===== config.mk =====
export PLATFORM = sky130hd
export DESIGN_NAME = axicb_rr_arbiter_lock
export DESIGN_NICKNAME = d
export VERILOG_FILES = /design/src/rtl/axicb_rr_arbiter_lock.sv
export SDC_FILE = /design/constraint.sdc
export NUM_CORES = 1
export LEC_CHECK = 0
export CORE_MARGIN = 1
export CORE_UTILIZATION = 36
export DETAILED_ROUTE_END_ITERATION = 8
export GPL_ROUTABILITY_DRIVEN = 1
export SKIP_CTS_REPAIR_TIMING = 1
export SLEW_MARGIN = 30
export SYNTH_ARGS = -nofsm -noshare
export SYNTH_HDL_FRONTEND = slang
export SYNTH_SLANG_ARGS = --single-unit

===== constraint.sdc =====
create_clock -name aclk -period 3.06 [get_ports aclk]
set_input_delay 0.612 -clock aclk [delete_from_list [all_inputs] [get_ports aclk]]
set_output_delay 0.612 -clock aclk [all_outputs]
set_load 0.03 [all_outputs]

===== src/rtl/axicb_rr_arbiter_lock.sv =====
// Round-robin arbiter with multi-level priority and a locked (registered) grant.
//
// A grant is chosen among the requesters at the highest asserted priority
// level. Each priority level keeps its own round-robin mask so that
// requesters at that level take turns. Once issued, the grant is held until
// the owner pulses done. If another request is pending in that same cycle,
// a new grant is issued on the same edge, so there is no idle bubble.
//
// Ports:
//   aclk        clock, rising edge
//   areset      asynchronous reset, active-high
//   srst        synchronous reset, active-high
//   en          arbitration enable (no new grant while low)
//   req         request vector, one bit per requester
//   prio        per-requester priority, requester i in [i*PRIO_W +: PRIO_W]
//   done        owner releases its grant (single-cycle pulse)
//   grant       one-hot registered grant, zero when idle
//   grant_id    binary index of the granted requester, zero when idle
//   grant_valid high while a grant is held
module axicb_rr_arbiter_lock #(
  parameter int REQ_NB = 4,
  parameter int PRIO_W = 2,
  localparam int ID_W = (REQ_NB > 1) ? $clog2(REQ_NB) : 1
) (
  input  logic                     aclk,
  input  logic                     areset,
  input  logic                     srst,
  input  logic                     en,
  input  logic [REQ_NB-1:0]        req,
  input  logic [REQ_NB*PRIO_W-1:0] prio,
  input  logic                     done,
  output logic [REQ_NB-1:0]        grant,
  output logic [ID_W-1:0]          grant_id,
  output logic                     grant_valid
);

  localparam int LVL_NB = 1 << PRIO_W;

  typedef enum logic {
    IDLE,
    LOCKED
  } state_t;

  state_t              state_q, state_d;
  logic [REQ_NB-1:0]   mask_q [LVL_NB];
  logic [REQ_NB-1:0]   grant_q, grant_d;
  logic [ID_W-1:0]     id_q, id_d;

  logic [PRIO_W-1:0]   top;
  logic [REQ_NB-1:0]   cand;
  logic [REQ_NB-1:0]   masked;
  logic [REQ_NB-1:0]   pick;
  logic [REQ_NB-1:0]   win_oh;
  logic [ID_W-1:0]     win_id;
  logic [REQ_NB-1:0]   next_mask;
  logic                found;
  logic                fire;

  // Winner selection: highest asserted priority level, then round-robin
  // within that level using the level's mask.
  always_comb begin
    top = '0;
    for (int unsigned i = 0; i < REQ_NB; i++) begin
      if (req[i] && (prio[i*PRIO_W +: PRIO_W] > top)) begin
        top = prio[i*PRIO_W +: PRIO_W];
      end
    end

    cand = '0;
    for (int unsigned i = 0; i < REQ_NB; i++) begin
      cand[i] = req[i] && (prio[i*PRIO_W +: PRIO_W] == top);
    end

    masked = cand & mask_q[top];
    pick   = (|masked) ? masked : cand;

    found  = 1'b0;
    win_id = '0;
    win_oh = '0;
    for (int unsigned i = 0; i < REQ_NB; i++) begin
      if (pick[i] && !found) begin
        found     = 1'b1;
        win_id    = ID_W'(i);
        win_oh[i] = 1'b1;
      end
    end

    // Only requesters strictly above the winner stay eligible first; when the
    // winner is the last index the level starts over with everyone eligible.
    next_mask = '0;
    for (int unsigned i = 0; i < REQ_NB; i++) begin
      next_mask[i] = (ID_W'(i) > win_id);
    end
    if (next_mask == '0) begin
      next_mask = '1;
    end
  end

  // Next-state and grant logic.
  always_comb begin
    state_d = state_q;
    grant_d = grant_q;
    id_d    = id_q;
    fire    = 1'b0;

    unique case (state_q)
      IDLE: begin
        if (en && (|req)) begin
          fire    = 1'b1;
          state_d = LOCKED;
          grant_d = win_oh;
          id_d    = win_id;
        end
      end
      LOCKED: begin
        if (done) begin
          if (en && (|req)) begin
            fire    = 1'b1;
            grant_d = win_oh;
            id_d    = win_id;
          end else begin
            state_d = IDLE;
            grant_d = '0;
            id_d    = '0;
          end
        end
      end
      default: begin
        state_d = IDLE;
        grant_d = '0;
        id_d    = '0;
      end
    endcase
  end

  always_ff @(posedge aclk or posedge areset) begin
    if (areset) begin
      state_q <= IDLE;
      grant_q <= '0;
      id_q    <= '0;
      for (int unsigned l = 0; l < LVL_NB; l++) begin
        mask_q[l] <= '1;
      end
    end else if (srst) begin
      state_q <= IDLE;
      grant_q <= '0;
      id_q    <= '0;
      for (int unsigned l = 0; l < LVL_NB; l++) begin
        mask_q[l] <= '1;
      end
    end else begin
      state_q <= state_d;
      grant_q <= grant_d;
      id_q    <= id_d;
      if (fire) begin
        mask_q[top] <= next_mask;
      end
    end
  end

  assign grant       = grant_q;
  assign grant_id    = id_q;
  assign grant_valid = |grant_q;

endmodule


======== After elaboration in Yosys (flattened, before gate mapping) ========
Index checks and enable logic that the tools add are counted.
word-level totals
  register bits after elaboration ......... 23
  bits in latches ......................... 0
  bits in writable memories ............... 0
  bits in read-only memories .............. 0
  input bits .............................. 17
  output and inout port bits .............. 7
  word-level logic and storage cells ...... 87
  memories kept ........................... 0
cells by class
  add/sub/neg operators ................... 0
  multiply operators ...................... 0
  div/mod/pow operators ................... 0
  $lt $le $gt $ge ......................... 10
  equal/unequal tests ..................... 6
  shift operators ......................... 0
  mux-type cells .......................... 39
  bitwise operators ....................... 3
  reductions and logical operators ........ 22
operators with widths
  cell                number
  $mux 4              9
  $mux 16             2
  $mux 2              10
  $bwmux 16           1
  $logic_and 1x1->1   13
  $reduce_or 4->1     3
  $mux 1              11
  $bmux 4 s2          1
  $demux 4 s2         1
  $eq 2x2->1          4
  $pmux 4 s2          1
  $gt 2x2->1          3
  $ne 3x3->1 const B  2
  $and 4x4->4         1
  $gt 1x2->1 const A  2
  $gt 2x2->1 const A  2
  $logic_not 4->1     1
  $pmux 1 s2          2
  $pmux 2 s2          1
  $ge 3x3->1 const B  1
  $logic_not 1->1     3
  $lt 3x1->1 const B  1
  $not 2->3           1
  $gt 2x1->1 const B  1
  other kinds (3)     3

======== Logic depth before layout (Yosys ltp) ========
Gate-level depths: netlist of run 1.
  depth in word-level cells ............... 35
  mapped depth ............................ 30
  mapped depth without buffers ............ 28

======== Least setup slack after synthesis of run 1 ========
OpenSTA, ideal clock, no wires.
  path kind ............................... input port to flip-flop
  start point ............................. input port prio[1]
  end point ............................... register mask_q[13] (netlist name)
  setup time .............................. 82 ps
  arrival ................................. 5,558 ps
  data required time ...................... 2,978 ps
  setup slack ............................. -2,580 ps
  cell stages on the path ................. 27
  path buffers ............................ 1
  cell sequence ........................... buf_2 nand2_1 ha_1 nor2b_1 o21a_4 nor2_1 a21o_1 ha_1 o21ba_2 nor2_1 o21ai_0 a32oi_2 nand3_1 ha_1 nand2_1 o211ai_1 o2111ai_2 nand2_1 mux2_2 a32oi_2 o22ai_2 o221a_1 o2bb2ai_2 a2bb2oi_1 ha_1 nor2_1 a211o_1
on the way
  word-level cells in the longest chain between the ends .. 35
  elaborated cells on any way between the ends .. 53
  classes of those cells .................. 10 x order compare; 4 x eq/ne; 20 x mux; 2 x bitwise; 17 x reduce/logical
RTL lines
  what                                      RTL line  source
  from (decl)                               30        input logic [REQ_NB*PRIO_W-1:0] prio,
  $gt 2x1->1                                64        if (req[i] && (prio[i*PRIO_W +: PRIO_W] > top)) begin
  $logic_and 1x1->1                         64
  $mux 2                                    64
  $gt 2x2->1                                64
  $logic_and 1x1->1                         64
  $mux 2                                    64
  $gt 2x2->1                                64
  $logic_and 1x1->1                         64
  (+19 left out)                            -
  $logic_and 1x1->1                         81        if (pick[i] && !found) begin
  $mux 2                                    81
  $gt 1x2->1 or $gt 2x2->1 (tied branches)  92        next_mask[i] = (ID_W'(i) > win_id);
  $logic_not 4->1                           94        if (next_mask == '0) begin
  $mux 4                                    94
  $bwmux 16 *                               156       mask_q[top] <= next_mask;
  $mux 16 *                                 155       if (fire) begin
  $mux 16 *                                 144       end else if (srst) begin
  to (signal, indexed assignment)           156
  to (decl)                                 45        logic [REQ_NB-1:0] mask_q [LVL_NB];
Mark *: on every way between the ends. The rest lies on a longest branch, timed or not. The select of a mux whose other input is x is not followed.
A chain may end at the register's enable or synchronous reset.

======== Worst setup path in the final report of run 1 ========
  start point ............................. input port req[0]
  end point ............................... register mask_q[13] (netlist name)
on the way
  word-level cells in the longest chain between the ends .. 34
  elaborated cells on any way between the ends .. 58
  classes of those cells .................. 9 x order compare; 4 x eq/ne; 23 x mux; 2 x bitwise; 20 x reduce/logical
RTL lines
  what                                      RTL line  source
  from (decl)                               29        input logic [REQ_NB-1:0] req,
  $logic_and 1x1->1                         64
  $mux 2                                    64
  $gt 2x2->1                                64
  $logic_and 1x1->1                         64
  $mux 2                                    64
  $gt 2x2->1                                64
  $logic_and 1x1->1                         64
  $mux 2                                    64
  (+18 left out)                            -
  $logic_and 1x1->1                         81
  $mux 2                                    81
  $gt 1x2->1 or $gt 2x2->1 (tied branches)  92
  $logic_not 4->1                           94
  $mux 4                                    94
  $bwmux 16                                 156
  $mux 16                                   155
  $mux 16                                   144
Parallel ways exist; a longest one is shown, timed or not. The select of a mux whose other input is x is not followed.

==> results of run 1 <==
-- routing by layer --
layer | wire length [µm] | up-vias | global-route usage, %
met5 | 0 | - | 0
met4 | 108 | 0 | 4.94
met3 | 159 | 14 | 3.08
met2 | 3030 | 41 | 35.2
met1 | 2940 | 995 | 29.5
li1 | - | 999 | -
-- through the flow --
step	TNS, ns	power [mW]
2_1_floorplan	-39.12	0.790
3_3_place_gp	-54.35	1.05
3_5_place_dp	-56.85	1.05
4_1_cts	-51.13	1.25
5_1_grt	-42.23	1.56
6_report	-38.41	1.47
-- cell usage in the layout (no fill, tap or decap), types with 4 or more instances in the layout --
cell             instances
dfstp_2                 16
nand2b_1                 4
buf_6                    7
inv_1                    9
nand2_1                 22
a211o_1                 14
dfrtp_1                  7
buf_4                   70
o211ai_1                 6
nor2_1                  21
ha_4                     6
o21ai_1                  6
nor2_2                   4
xnor2_1                  8
a21oi_1                  7
clkdlybuf4s50_1         17
-- state kept, by name, indices dropped and copies added (netlist names) --
| register | flops |
|---|---|
| mask_q | 16 |
| grant_id | 2 |
| grant | 4 |
| state_q | 1 |
-- power groups by stage --
stage / clock network (mW) / logic (mW) / registers (mW)
floorplan: 0 / 0.410 / 0.380
global placement: 0 / 0.681 / 0.369
detailed placement: 0 / 0.683 / 0.370
CTS: 0.194 / 0.690 / 0.365
global route: 0.208 / 0.979 / 0.369
finish: 0.189 / 0.914 / 0.366
-- final cells by class --
cell class	count	area (µm²)	area share [%]
Timing Repair Buffer	98	832	26.0
Inverter	12	50.0	1.56
Clock buffer	4	45.0	1.41
Sequential cell	23	596	18.6
Tap cell	70	87.6	2.73
Multi-Input combinational cell	178	1590	49.7
-- kinds of logic after synthesis --
group,Yosys count
DFF,23
buffers and inverters,20
adders and majority gates,7
AOI/OAI and AO/OA,66
xor gates and xnor gates,9
and+or+nand+nor,88
muxes,8
-- cell usage after synthesis (all sizes together) (2+ instances only) --
| cell type | n |
|---|---|
| nand2 | 28 |
| buf | 4 |
| nand2b | 4 |
| a21boi | 3 |
| xnor2 | 8 |
| a21oi | 10 |
| dfrtp | 7 |
| mux2i | 2 |
| inv | 12 |
| clkbuf | 4 |
| mux2 | 6 |
| nor2 | 27 |
| and3 | 2 |
| o21ai | 8 |
| a32o | 2 |
| nand4 | 3 |
| and2 | 6 |
| dfstp | 16 |
| o41ai | 2 |
| a211o | 14 |
| nor2b | 5 |
| o211ai | 7 |
| ha | 7 |
| nand3 | 5 |
| a211oi | 2 |
| a32oi | 2 |
| nand3b | 3 |
| and4 | 2 |
| o2bb2ai | 3 |
-- tightest hold or removal path: stages (launching register included) --
cell and delay (ns):
dfrtp_1 0.35, nand2_1 0.05, o21ai_1 0.06
-- final timing paths --
kind / startpoint / endpoint / depth (start not counted)
setup / recovery: req[0] / mask_q[13] / 28
hold / removal: grant_id[1] / grant_id[1] / 2
setup reg to reg: mask_q[9] / mask_q[13] / 11
hold reg to reg: grant_id[1] / grant_id[1] / 2
max in group asynchronous: areset / grant_id[0] / 2
min in group asynchronous: areset / state_q / 2
==> metrics.csv, run 1 <==
metric,value,unit
fin area,3200,µm²
"CP delay by family, top",compound AO/OA/AOI/OAI gates,
hold slack,0.499,ns
Post-Syn Instances,221,
period utilization,169,%
synthesis warning total,0,
Ant. Diodes,0,
Vias/cell,5.32,
Critical Path RT,3.26,ns
area of the core,5140,µm²
Placed Cells incl. Taps,370,
Post-DP Area,2790,µm²
"Hold Vio Cnt, Final",0,
DRC violations left,0,
largest net degree at the start of global routing,24,
Die X,75.2,µm
CP max FO,6,
1st-iter DRT viols,80,
max_slew headroom,43.5,%
vias in the first global route,1851,
clock buffer depth,2,
"Avg Cell Area, Syn",8.72,µm²
max-slew violations,0,
CTS Buf Count,3,
global route overflow,0,
Adder-Cell Fraction of Synth Area,4.54,%
Sink Count,23,
CP arrival,5.37,ns
clock skew,0.00216,ns
top cell type's share of synthesized area,21.8,%
antenna violations before repair,0,
vias,2049,
Initial Util,37.5,%
NumNets Final,340,
Seq pwr share,24.9,%
Filler cells,445,
R2R Setup Slk,0.46,ns
clock transition at the registers of the reported paths,0.08,ns
Synth Area in Simple Gates,22.5,%
drt total wl,6.24,mm
detailed placement HPWL,4.44,mm
GRT Overall Usage,21.3,%
Mapped Area,1930,µm²
Clk network pwr share,12.8,%
combinational family with the most area after synthesis,compound AO/OA/AOI/OAI gates,
Synth area leader,dfstp_2,
Worst path slowest cell,mux2_4,
worst vdd ir,0.231,mV
CP endpoint kind,register,
share of cells above drive strength 1,50.2,%
CTS tree,done,
total power divided by cell area,458,nW/µm²
count of cell types in the netlist,54,
fin util,62.3,%
Worst Hold Class,register to register,
Slew @ Worst Pin,0.847,ns
worst-skew pair later-pin latency,0.26,ns
Max-Cap Viols,0,
PortBufs,23,
maximum clock frequency,0.194,GHz
Clock Tree Root,clkbuf_8,
status,finished with violations,
antenna-violating nets left,0,
First-pass DRT Iterations,4,
Die Height,75.2,µm
Synth area leaders,"dfstp_2 22%, dfrtp_1 9.1%, a211o_1 6.4%",
"Cell Count, Final, Fillers Out",385,
complex-gate fraction of the synthesized area,29.1,%
"Worst Setup Slack, final",-2.11,ns
violated checks,negative setup slack,
sequential area share after synthesis,30.9,%
Layout area overhead,66.1,%
startpoint types,input pin,
cell mode on critical path,ha_4,
crit-path max cell delay,0.33,ns
Wirelength per Cell,16.2,µm
switching share of total power,37.9,%
FP Rows,26,
Net Sw Power,0.556,mW
GPL Wtd Cong,0.922,
H-tree levels,1,
predominant post-synthesis flop cell,dfstp_2,
post-synthesis xor/xnor area fraction,4.09,%
asr flop ratio synth,100,%
Seq cells post-synth,23,
multiplexer share of the synthesized area,4.54,%
worst slack at placement,-2.93,ns
num ports,24,
Comb pwr share,62.2,%
total leakage power,1.40,nW
first-pass GRT wire length,8.96,mm
Int Pwr,0.912,mW
RSZ-0062 raised after global routing,yes,
die area,5650,µm²
Post-synth EDFFs,0,
"Buf+Inv Stages, Crit Path",2,
final setup fails,22,
syn_nets,245,
crit path kind,input pin to register,
Period minus WS final,5.17,ns
Note: power is estimated with default switching activity, not from simulation.
==> run 2, diff against run 1 <==
--- a/config.mk
+++ b/config.mk
@@ -6,9 +6,10 @@
 export NUM_CORES = 1
 export LEC_CHECK = 0
 export CORE_MARGIN = 1
-export CORE_UTILIZATION = 36
+export CORE_UTILIZATION = 51
 export DETAILED_ROUTE_END_ITERATION = 8
 export GPL_ROUTABILITY_DRIVEN = 1
+export PLACE_DENSITY = 0.74
 export SKIP_CTS_REPAIR_TIMING = 1
 export SLEW_MARGIN = 30
 export SYNTH_ARGS = -nofsm -noshare
==> run 2 against run 1 <==
Net effect:
- the flow still finishes with violations (negative setup slack)
- critical path depth rose by 1
- first-iteration DRC count grew to 4.4 times the previous value
- highest routed layer unchanged
- critical path type unchanged
- count of clock-buffer cells in the layout is 1 lower
- global-route usage grew 9.8 points
- core utilization up 31 points
- setup slack worse by 0.61 ns
- largest power group unchanged
==> metrics.csv, run 2 (synthesis gave the netlist of run 1 again) <==
metric,value,unit
Vias/cell,7.04,
Worst Hold Class,register to register,
startpoint types,input pin,
RR Endpoint,mask_q[5],
crit path from,req[0],
detailed placement HPWL,4.64,mm
status,finished with violations,
Ant. Diodes,0,
Clk network pwr share,12.5,%
Initial Util,55.6,%
Wirelength per Cell,25.9,µm
Comb pwr share,64.5,%
max-slew violations,0,
Critical Path RT,3.26,ns
Seq pwr share,23.0,%
antenna violations before repair,0,
worst-skew pair later-pin latency,0.28,ns
Reg2Reg Depth,11,
maximum clock frequency,0.173,GHz
area of the core,3470,µm²
switching share of total power,42.2,%
vias in the first global route,2154,
Slew @ Worst Pin,0.856,ns
"Hold Vio Cnt, Final",0,
R2R Setup Slk,0.32,ns
drt total wl,9.39,mm
max_slew headroom,42.8,%
clock buffer depth,2,
PortBufs,23,
clock skew,0.0111,ns
CTS tree,done,
"Worst Setup Slack, final",-2.71,ns
num ports,24,
Layout area overhead,67.9,%
"most common cell after layout, fill and taps aside",buf_4,
crit-path max cell delay,0.49,ns
first-pass GRT wire length,9.89,mm
CP max FO,7,
CTS Buf Count,3,
global route overflow,0,
Biggest register,mask_q,
antenna-violating nets left,0,
period utilization,189,%
CP endpoint kind,register,
RR Startpoint,mask_q[7],
vias,2555,
clock transition at the registers of the reported paths,0.09,ns
share of cells above drive strength 1,50.8,%
Period minus WS final,5.77,ns
crit path kind,input pin to register,
DRC violations left,0,
H-tree levels,1,
First-pass DRT Iterations,8,
Max-Cap Viols,0,
NumNets Final,342,
total leakage power,1.42,nW
CP endpoint,mask_q[5],
Die X,63.5,µm
"Cell Count, Final, Fillers Out",363,
CP arrival,5.97,ns
Clock Tree Root,clkbuf_8,
Die Height,63.5,µm
die area,4030,µm²
1st-iter DRT viols,354,
Sink Count,23,
Largest register FFs,16,
largest net degree at the start of global routing,24,
total power divided by cell area,499,nW/µm²
final setup fails,22,
Placed Cells incl. Taps,343,
Worst path slowest cell,o21ai_1,
worst vdd ir,0.444,mV
most frequent cells in the layout,"65 x buf_4, 24 x nor2_1, 21 x nand2_1",
FP Rows,21,
hold slack,0.533,ns
GPL Wtd Cong,0.917,
GRT Overall Usage,31.1,%
Net Sw Power,0.681,mW
Int Pwr,0.934,mW
RSZ-0062 raised after global routing,yes,
violated checks,negative setup slack,
cell mode on critical path,ha_4,
run 2: worst min-delay path by stage:
stage	start	end	cells past startpoint
2_1_floorplan	mask_q[15]	mask_q[15]	2
3_3_place_gp	grant_id[1]	grant_id[1]	2
3_5_place_dp	grant_id[0]	grant_id[0]	2
4_1_cts	grant_id[0]	grant_id[0]	2
5_1_grt	grant_id[0]	grant_id[0]	2
6_report	grant_id[0]	grant_id[0]	2
run 2: critical path: cells and delay by family:
family          cells  cell delay [ns]
buf+inv             4             0.49
simple gates        9             1.23
xor+xnor            1             0.22
fa+ha+maj           4             0.95
compound gates     11             2.45
run 2: power groups by stage:
| stage | logic (mW) | registers (mW) | clock network (mW) |
|---|---|---|---|
| 6_report | 1.04 | 0.371 | 0.202 |
| 5_1_grt | 1.06 | 0.372 | 0.209 |
| 4_1_cts | 0.688 | 0.363 | 0.196 |
| 3_5_place_dp | 0.682 | 0.369 | 0 |
| 3_3_place_gp | 0.655 | 0.367 | 0 |
| 2_1_floorplan | 0.410 | 0.380 | 0 |
run 2: area by class of cell:
cell class	instances	area [µm²]
Clock buffer	3	41.3
Clock inverter	1	5.00
Fill cell	118	230
Inverter	12	47.5
Multi-Input combinational cell	178	1630
Sequential cell	23	596
Tap cell	46	57.6
Timing Repair Buffer	100	861
run 2: stage by stage:
stage	total power [mW]	setup TNS, ns	utilization [%]	cell area (µm²)	setup slack [ns]
finish	1.61	-49.80	93.4	3240	-2.71
global route	1.65	-51.81	93.4	3240	-2.81
CTS	1.25	-51.15	80.4	2790	-2.73
detailed placement	1.05	-56.79	79.0	2740	-2.97
global placement	1.02	-52.92	79.0	2740	-2.79
floorplan	0.790	-39.12	-	2070	-2.18
run 2: layer usage:
layer  GRT usage (%)  wire length, µm  vias up
li1                -                -     1003
met1            38.3             3280     1191
met2            53.1             4220      275
met3            5.07             1090       86
met4            13.6              809        0
met5               0                0        -
==> run 3, diff against run 2 <==
--- a/config.mk
+++ b/config.mk
@@ -5,10 +5,12 @@
 export SDC_FILE = /design/constraint.sdc
 export NUM_CORES = 1
 export LEC_CHECK = 0
-export CORE_MARGIN = 1
+export CAP_MARGIN = 10
+export CORE_MARGIN = 3
 export CORE_UTILIZATION = 51
 export DETAILED_ROUTE_END_ITERATION = 8
 export GPL_ROUTABILITY_DRIVEN = 1
+export MAX_ROUTING_LAYER = met4
 export PLACE_DENSITY = 0.74
 export SKIP_CTS_REPAIR_TIMING = 1
 export SLEW_MARGIN = 30
==> run 3 against run 2 <==
Net effect:
- the flow still finishes with violations (negative setup slack)
- wire length shrank 5.8%
- via count shrank 5.0%
- count of clock-buffer cells in the layout did not move
- largest cell class unchanged
- flip-flop and latch count unchanged
- worst hold slack got worse by 0.0074 ns
- total power shrank 1.5%
- register-to-register slack better by 0.07 ns
- sequential share of layout area fell by 0.11 points
- critical path type unchanged
- die area grew 13%
- first-iteration DRC count shrank 35%
- non-clock buffer count grew 4
- global-route usage down 2.7 points
==> metrics.csv, run 3 (synthesis gave the netlist of run 1 again) <==
metric,value,unit
Comb pwr share,64.4,%
FP Rows,21,
share of cells above drive strength 1,52.6,%
area of the core,3490,µm²
H-tree levels,1,
Total Power,1.59,mW
status,finished with violations,
Initial Util,55.2,%
clock transition at the registers of the reported paths,0.09,ns
clock skew,0.0152,ns
Reg2Reg Depth,10,
max_slew headroom,42.6,%
total power divided by cell area,488,nW/µm²
"Hold Vio Cnt, Final",0,
worst vdd ir,0.436,mV
startpoint types,input pin,
First-pass DRT Iterations,5,
Critical Path RT,3.25,ns
CP endpoint kind,register,
most frequent cells in the layout,"70 x buf_4, 20 x nor2_1, 18 x nand2_1, 18 x clkdlybuf4s50_1, 16 x dfstp_2",
CTS Buf Count,3,
"Worst Setup Slack, final",-2.43,ns
Sink Count,23,
max-slew violations,0,
CTS tree,done,
vias,2428,
clock buffer depth,2,
switching share of total power,40.8,%
period utilization,179,%
Biggest register,mask_q,
1st-iter DRT viols,230,
Net Sw Power,0.650,mW
"most common cell after layout, fill and taps aside",buf_4,
GPL Wtd Cong,0.974,
drt total wl,8.85,mm
vias in the first global route,2119,
hold slack,0.526,ns
global route overflow,0,
Slew @ Worst Pin,0.860,ns
Clock Tree Root,clkbuf_8,
CP arrival,5.68,ns
Worst path slowest cell,ha_4,
Die Height,67.5,µm
maximum clock frequency,0.182,GHz
die area,4550,µm²
Clk network pwr share,12.4,%
Max-Cap Viols,0,
Seq pwr share,23.2,%
Layout area overhead,69.0,%
Worst Hold Depth,2,
Worst Hold Class,register to register,
crit-path max cell delay,0.30,ns
antenna violations before repair,0,
Wirelength per Cell,24.1,µm
PortBufs,23,
GRT Overall Usage,28.4,%
worst-skew pair later-pin latency,0.28,ns
largest net degree at the start of global routing,24,
crit path kind,input pin to register,
NumNets Final,346,
RSZ-0062 raised after global routing,yes,
cell mode on critical path,ha_4,
Vias/cell,6.62,
Ant. Diodes,0,
num ports,24,
CP max FO,7,
Largest register FFs,16,
first-pass GRT wire length,9.60,mm
fin util,93.2,%
total leakage power,1.43,nW
violated checks,negative setup slack,
DRC violations left,0,
Period minus WS final,5.49,ns
antenna-violating nets left,0,
final setup fails,22,
Int Pwr,0.941,mW
detailed placement HPWL,4.56,mm
Die X,67.5,µm
==> run 3: cell types whose count changed in the layout (fill, tap and decap cells not counted), sizes merged <==
cell,change
buf,+4
==> run 3: final timing paths <==
path,from,endpoint,slack (ns)
worst min-delay path,grant_id[0],grant_id[0],0.53
worst max-delay path,req[0],mask_q[14],-2.43
min in group asynchronous,areset,state_q,0.80
worst max register to register,mask_q[7],mask_q[5],0.39
worst min register to register,grant_id[0],grant_id[0],0.53
max in group asynchronous,areset,grant_id[1],1.74
==> run 3: cell type report <==
class / instances / area, µm²
multi-input combinational: 178 / 1630
timing repair buffer: 104 / 883
tap: 46 / 57.6
clock buffer: 3 / 41.3
clock inverter: 1 / 5.00
sequential: 23 / 596
fill: 108 / 236
inverter: 12 / 50.0
==> run 3: layer usage <==
layer	track usage, %	part of all wire (%)	up-vias
li1	-	-	1012
met4	12.9	5.1	0
met5	-	0	-
met2	47.1	48	216
met1	33.7	37	1141
met3	4.49	10	59
==> run 3: power groups by stage <==
| stage | registers, mW | logic [mW] | clock network [mW] |
|---|---|---|---|
| 3_5_place_dp | 0.369 | 0.686 | 0 |
| 6_report | 0.370 | 1.02 | 0.197 |
| 3_3_place_gp | 0.367 | 0.660 | 0 |
| 4_1_cts | 0.364 | 0.689 | 0.197 |
| 2_1_floorplan | 0.380 | 0.410 | 0 |
| 5_1_grt | 0.371 | 1.07 | 0.207 |
==> run 3: through the flow <==
step | setup TNS [ns] | cells | worst slack (ns) | area, µm²
2_1_floorplan | -39.12 | 221 | -2.18 | 2070
6_report | -46.40 | 367 | -2.43 | 3260
3_5_place_dp | -56.66 | 344 | -2.97 | 2750
5_1_grt | -50.06 | 367 | -2.60 | 3260
3_3_place_gp | -53.12 | 344 | -2.79 | 2750
4_1_cts | -50.56 | 348 | -2.70 | 2800
==> run 3: worst max-delay path, delay by kind of cell <==
| kind | cells | cell delay (ns) |
|---|---|---|
| and+or+nand+nor | 8 | 0.71 |
| adders and majority gates | 4 | 0.96 |
| AOI/OAI and AO/OA | 13 | 2.41 |
| muxes | 1 | 0.29 |
| buffers and inverters | 5 | 0.68 |
